## config.mk

```make
export PLATFORM = sky130hd
export DESIGN_NAME = multiword_add_sequencer
export DESIGN_NICKNAME = d
export VERILOG_FILES = /design/src/rtl/multiword_add_sequencer.sv
export SDC_FILE = /design/constraint.sdc
export NUM_CORES = 1
export LEC_CHECK = 0
export ABC_AREA = 1
export CORE_ASPECT_RATIO = 1.2
export CORE_MARGIN = 2
export CORE_UTILIZATION = 25
export CTS_CLUSTER_DIAMETER = 150
export DETAILED_ROUTE_END_ITERATION = 10
export GPL_ROUTABILITY_DRIVEN = 0
export HOLD_SLACK_MARGIN = 0.15
export SKIP_LAST_GASP = 1
export SLEW_MARGIN = 15
export SYNTH_ARGS = -nofsm -noshare
export SYNTH_HDL_FRONTEND = slang
export SYNTH_SLANG_ARGS = --single-unit
```

## constraint.sdc

```tcl
create_clock -name clk -period 1.3 [get_ports clk]
set_input_delay 0.26 -clock clk [delete_from_list [all_inputs] [get_ports clk]]
set_output_delay 0.26 -clock clk [all_outputs]
set_load 0.05 [all_outputs]
```

## src/rtl/multiword_add_sequencer.sv

```systemverilog
// multiword_add_sequencer: adds two WIDTH*WORDS-bit operands one WIDTH-bit
// slice per cycle (LSB first) through an external ripple-carry adder slice.
//
// Handshakes: a transfer happens on a rising edge where valid and ready are
// both high. in_ready is high only in IDLE. out_valid is high only in DONE,
// and out_sum/out_cout stay stable until the transfer completes. Neither
// valid depends combinationally on the partner's ready.
module multiword_add_sequencer #(
    parameter int WIDTH = 4,
    parameter int WORDS = 4,
    localparam int N = WIDTH * WORDS
) (
    input  logic             clk,
    input  logic             rst_n,
    input  logic             in_valid,
    output logic             in_ready,
    input  logic [N-1:0]     in_a,
    input  logic [N-1:0]     in_b,
    input  logic             in_cin,
    output logic [WIDTH-1:0] adder_a,
    output logic [WIDTH-1:0] adder_b,
    output logic             adder_cin,
    input  logic [WIDTH-1:0] adder_sum,
    input  logic             adder_cout,
    output logic             out_valid,
    input  logic             out_ready,
    output logic [N-1:0]     out_sum,
    output logic             out_cout,
    output logic [1:0]       state_dbg
);

    localparam int IDX_W = (WORDS > 1) ? $clog2(WORDS) : 1;
    localparam logic [IDX_W-1:0] LAST_IDX = IDX_W'(WORDS - 1);

    typedef enum logic [1:0] {
        IDLE = 2'd0,
        RUN  = 2'd1,
        DONE = 2'd2
    } state_t;

    state_t                    state;
    state_t                    state_nxt;
    logic [IDX_W-1:0]          idx;
    logic                      carry;
    logic [WORDS-1:0][WIDTH-1:0] a_reg;
    logic [WORDS-1:0][WIDTH-1:0] b_reg;
    logic [WORDS-1:0][WIDTH-1:0] sum_reg;
    logic                      cout_reg;

    // State register; reset aborts any operation in flight.
    always_ff @(posedge clk or negedge rst_n) begin
        if (!rst_n) begin
            state <= IDLE;
        end else begin
            state <= state_nxt;
        end
    end

    // Next-state and outputs; adder ports are fed from registers only and
    // are held at zero outside RUN.
    always_comb begin
        state_nxt = state;
        in_ready  = 1'b0;
        out_valid = 1'b0;
        adder_a   = '0;
        adder_b   = '0;
        adder_cin = 1'b0;
        case (state)
            IDLE: begin
                in_ready = 1'b1;
                if (in_valid) begin
                    state_nxt = RUN;
                end
            end
            RUN: begin
                adder_a   = a_reg[idx];
                adder_b   = b_reg[idx];
                adder_cin = carry;
                if (idx == LAST_IDX) begin
                    state_nxt = DONE;
                end
            end
            DONE: begin
                out_valid = 1'b1;
                if (out_ready) begin
                    state_nxt = IDLE;
                end
            end
            default: begin
                state_nxt = IDLE;
            end
        endcase
    end

    // Datapath: latch operands on accept, then capture one slice result and
    // the rippled carry per RUN cycle.
    always_ff @(posedge clk or negedge rst_n) begin
        if (!rst_n) begin
            idx      <= '0;
            carry    <= 1'b0;
            a_reg    <= '0;
            b_reg    <= '0;
            sum_reg  <= '0;
            cout_reg <= 1'b0;
        end else begin
            case (state)
                IDLE: begin
                    if (in_valid) begin
                        a_reg <= in_a;
                        b_reg <= in_b;
                        carry <= in_cin;
                        idx   <= '0;
                    end
                end
                RUN: begin
                    sum_reg[idx] <= adder_sum;
                    carry        <= adder_cout;
                    if (idx == LAST_IDX) begin
                        cout_reg <= adder_cout;
                    end else begin
                        idx <= idx + 1'b1;
                    end
                end
                default: begin
                end
            endcase
        end
    end

    assign out_sum   = sum_reg;
    assign out_cout  = cout_reg;
    assign state_dbg = state;

endmodule

```

==> flow_results.org, run 1 <==
** Clocking
- Clock Latency Late Sink :: just under 300 ps
- The root buffer cell chosen for the clock tree is clkbuf_16.
- CTS Buf Count :: 5
- TritonCTS sink count :: 54
- Clk slew on worst S/H paths :: about 70 ps
- Largest buffer count on any clock path :: 2
- In this run the number of H-tree levels came out at 2.
- Clock tree from TritonCTS :: yes

** Global routing
- Combined global-route utilization of all metal layers :: 0.1255
- Global route overflow :: 0
- The first global-routing pass estimated between 10000 and 15000 µm of wire.
- Number of global-route vias before repair :: about 2200
- The initial antenna violation count came to 0.
- Entering global routing, the biggest net connects between 50 and 60 pins.

** Critical path
- Data on the critical path is required at its endpoint by roughly 1000 ps.
- In this run the critical register-to-register path is captured at a_reg[12].
- Along the worst path, the maximum fanout reaches 7.
- The largest single stage delay on the critical path is around 450 ps.
- The worst setup path is captured at an output port.
- The worst setup path is launched from a flip-flop.
- For the worst flop-to-flop path, the logic depth is 7.
- Tracing the worst setup path back leads to its startpoint at idx[0].
- For the worst setup path, the data arrival time is around 1400 ps.
- For this design, the slowest cell found on the critical path is dfrtp_2.
- Capturing element of the worst setup path :: adder_a[1]
- The critical path goes through buf_6 -> nand2_1 -> nand3_2 -> a21oi_4 -> buf_12.
- The setup check on the worst reg-to-reg path leaves a slack of -130 ps.
- The worst setup path is of the flip-flop to output port kind.
- Launching point of the worst reg2reg path :: state_dbg[1]

** Logic synthesis
- Number of flops mapped to enable cells by yosys :: 0
- The share of synthesized area in the top cell type comes to 0.5499.
- In the synthesized netlist the async set-or-reset flop fraction comes to 1.000.
- Most used standard cell by instance count after synthesis :: nand2_1
- After synthesis, the most frequently instantiated cells are 61 x nand2_1, 54 x dfrtp_1, 41 x inv_1.
- In the post-synthesis netlist, the biggest area contributors are dfrtp_1 55%, nand2_1 9.3%, a21oi_1 8.1%, inv_1 6.3%, nor2_1 5.2%.
- Among all flip-flop cells after synthesis, the most frequent one is dfrtp_1.
- The synthesized design spends more area on one cell type than any other, namely dfrtp_1.
- Gate Count Post-Synth :: a little under 300
- Number of synthesized register bits :: 54
- The number of nets in the synthesized netlist is around 340.
- The share of the Yosys chip area taken by registers is 0.5499.
- Summing every instance area after synthesis gives about 0.0025 mm².
- After synthesis, the mean cell area works out to around 8.4 µm².
- YS warnings :: 0
- Unique cell type count in the Yosys netlist :: 18

** Run status
- Result of the run :: complete, but fails checks
- The final reports fail on negative setup slack.

** Timing
- Setup TNS after final layout :: -7622 ps
- Worst hold slack after final layout :: about 500 ps
- Final Max Tran Viols :: 0
- Setup repair after global routing could not meet its margin everywhere.
- Portion of the clock cycle consumed by the worst path in the final layout :: 1.281
- Timing-limited maximum frequency :: 0.6003 GHz
- At the pin with the least slew margin, the transition time is approximately 420 ps.
- The worst pin sits at a relative slew slack of 0.7171.
- Clock period minus final worst setup slack :: roughly 1700 ps
- Worst-case clock skew :: around 4.4 ps
- Worst Setup Slack, final :: -365.9 ps
- The number of failing hold endpoints at the final stage was 0.
- Final setup violation count :: 59

** Layout
- Growth of design area from synthesis to finish :: 95.93%
- 0 antenna diodes ended up in the layout.
- In the final design database the tool counted 440 nets.
- Fill cells in the final layout number 887.
- Final Cell Area :: around 0.0048 mm²
- In the final layout, the share of cells above drive strength 1 is 0.4734.

** Die
- Core region area :: around 0.0096 mm²
- Pin placement for this block handled 72 I/O pins.
- The die is roughly 95 µm wide.
- Full die area :: approximately 0.011 mm²
- In this run the vertical extent of the chip is between 100 and 150 µm.
- For this configuration, the core starts out at a cell density of 0.2569.
- The initialized floorplan defines 39 standard-cell rows.

** Power and ir drop
- Portion of total power attributed to combinational logic :: 0.690
- Post-layout total power :: 14320 µW
- Pwr/cell area :: slightly below 3000 mW/mm²
- Net switching component of the power :: around 6500 µW
- Register share of total power :: 0.215
- Cell internal power was estimated by the tool at 7782 µW.
- Relative contribution of the clock network to total power :: 0.094
- Leak Pwr :: ~0.0021 µW
- Of the total power, the share spent switching nets is 0.4565.
- VDD sags by at most about 1.9 mV.

** Job
- Max cap viols :: 0

** Drt
- In the final routed layout, each cell accounts on average for around 14 µm.
- Post-detailed-route DRC marker count :: 0
- Total length of routed wires :: 7481 µm
- Overall via count from detail_route :: around 2300
- For this block, the initial DRC count from the detailed router was 67.
- Once detail routing completed, the nets flagged for antenna violations numbered 0.
- After detailed routing, the number of vias per cell comes to between 4 and 5.
- Number of search-and-repair iterations in the first detailed-routing pass :: 4

** Placed design
- Summed over all nets, the half-perimeter wirelength after detailed placement is ~4600 µm.
- Placed standard-cell area :: 0.003889 mm²
- Worst setup slack before clock tree synthesis :: -108.2 ps
- Input and output buffers added on the ports amount to 71.

** Hold path
- Tightest Hold Check Type :: input pin to async pin
[per-stage QoR]
step / std cells / utilization
2_1_floorplan: 292 / -
4_1_cts: 506 / 0.4443
3_5_place_dp: 492 / 0.4066
6_report: 518 / 0.5034
3_3_place_gp: 492 / 0.4066
5_1_grt: 518 / 0.5034
[critical path, delay by kind of cell (launching register included)]
family                 cells  cell delay [ps]
buffers and inverters      2              300
and+or+nand+nor            2              190
DFF                        1              450
AOI/OAI and AO/OA          1              170
[final cells by class]
class / count / area [µm²] / share of cell area
well taps: 123 / 153.9 / 0.03196
repair buffers: 106 / 1503 / 0.3121
multi-input cells: 184 / 1478 / 0.3069
inverters: 43 / 173.9 / 0.03612
clock inverters: 2 / 12.51 / 0.002599
clock buffers: 6 / 138.9 / 0.02885
flip-flops and latches: 54 / 1355 / 0.2814
[worst min path at each step]
stage                              end  cells past startpoint  slack (ps)
after detailed placement   out_sum[14]                      2         280
after global placement     out_sum[15]                      2         280
after floorplan               a_reg[0]                      0         -40
after CTS                     b_reg[1]                      2         520
after global routing      state_dbg[1]                      2         530
final                      out_sum[14]                      3         510
[metal layers]
metal	vias to the layer above	track usage	share of wire
li1	1121	-	-
met2	48	0.2219	0.56
met5	-	0	0
met1	1127	0.1578	0.40
met3	6	0.02282	0.032
met4	0	0.02899	0.0072
[placed cells by master (no fill, tap or decap), drive strengths merged]
cell type / count
o31ai: 1
clkbuf: 12
buf: 59
clkdlybuf4s50: 40
nand2: 64
dlygate4sd3: 1
dfrtp: 54
o21ai: 19
nor2: 36
a21oi: 40
clkinvlp: 1
clkinv: 2
ha: 4
nand3: 20
inv: 42
[cells by family after synthesis]
| family | after synthesis | share of synthesized area |
|---|---|---|
| compound gates | 60 | 0.1309 |
| fa+ha+maj | 4 | 0.02037 |
| buf+inv | 56 | 0.1013 |
| flops | 54 | 0.5499 |
| simple gates | 118 | 0.1976 |
[repair_timing]
item / 4_1_cts / 5_1_grt
hold endpoints to repair: 54 / 0
setup endpoints to repair: 36 / 62
pin swaps: 13 / 18
hold buffers: 1 / 0
cloned: 1 / 9
setup buffers: 4 / 3
resized for setup: 39 / 109
[power groups by stage]
stage / Clock [µW] / Sequential (µW) / Combinational (µW)
floorplan: 0 / 3830 / 3770
global placement: 0 / 2990 / 7990
detailed placement: 0 / 3030 / 8090
CTS: 1390 / 3060 / 8650
global route: 1470 / 3180 / 10500
finish: 1350 / 3080 / 9880
Note: power is estimated with default switching activity, not from simulation.
==> run 2: changes to the inputs <==
--- a/config.mk
+++ b/config.mk
@@ -9,12 +9,10 @@
 export CORE_ASPECT_RATIO = 1.2
 export CORE_MARGIN = 2
 export CORE_UTILIZATION = 25
-export CTS_CLUSTER_DIAMETER = 150
 export DETAILED_ROUTE_END_ITERATION = 10
 export GPL_ROUTABILITY_DRIVEN = 0
 export HOLD_SLACK_MARGIN = 0.15
 export SKIP_LAST_GASP = 1
-export SLEW_MARGIN = 15
 export SYNTH_ARGS = -nofsm -noshare
 export SYNTH_HDL_FRONTEND = slang
 export SYNTH_SLANG_ARGS = --single-unit
==> results of run 2 <==
The final DEF is identical to that of run 1; final timing and power are the same.
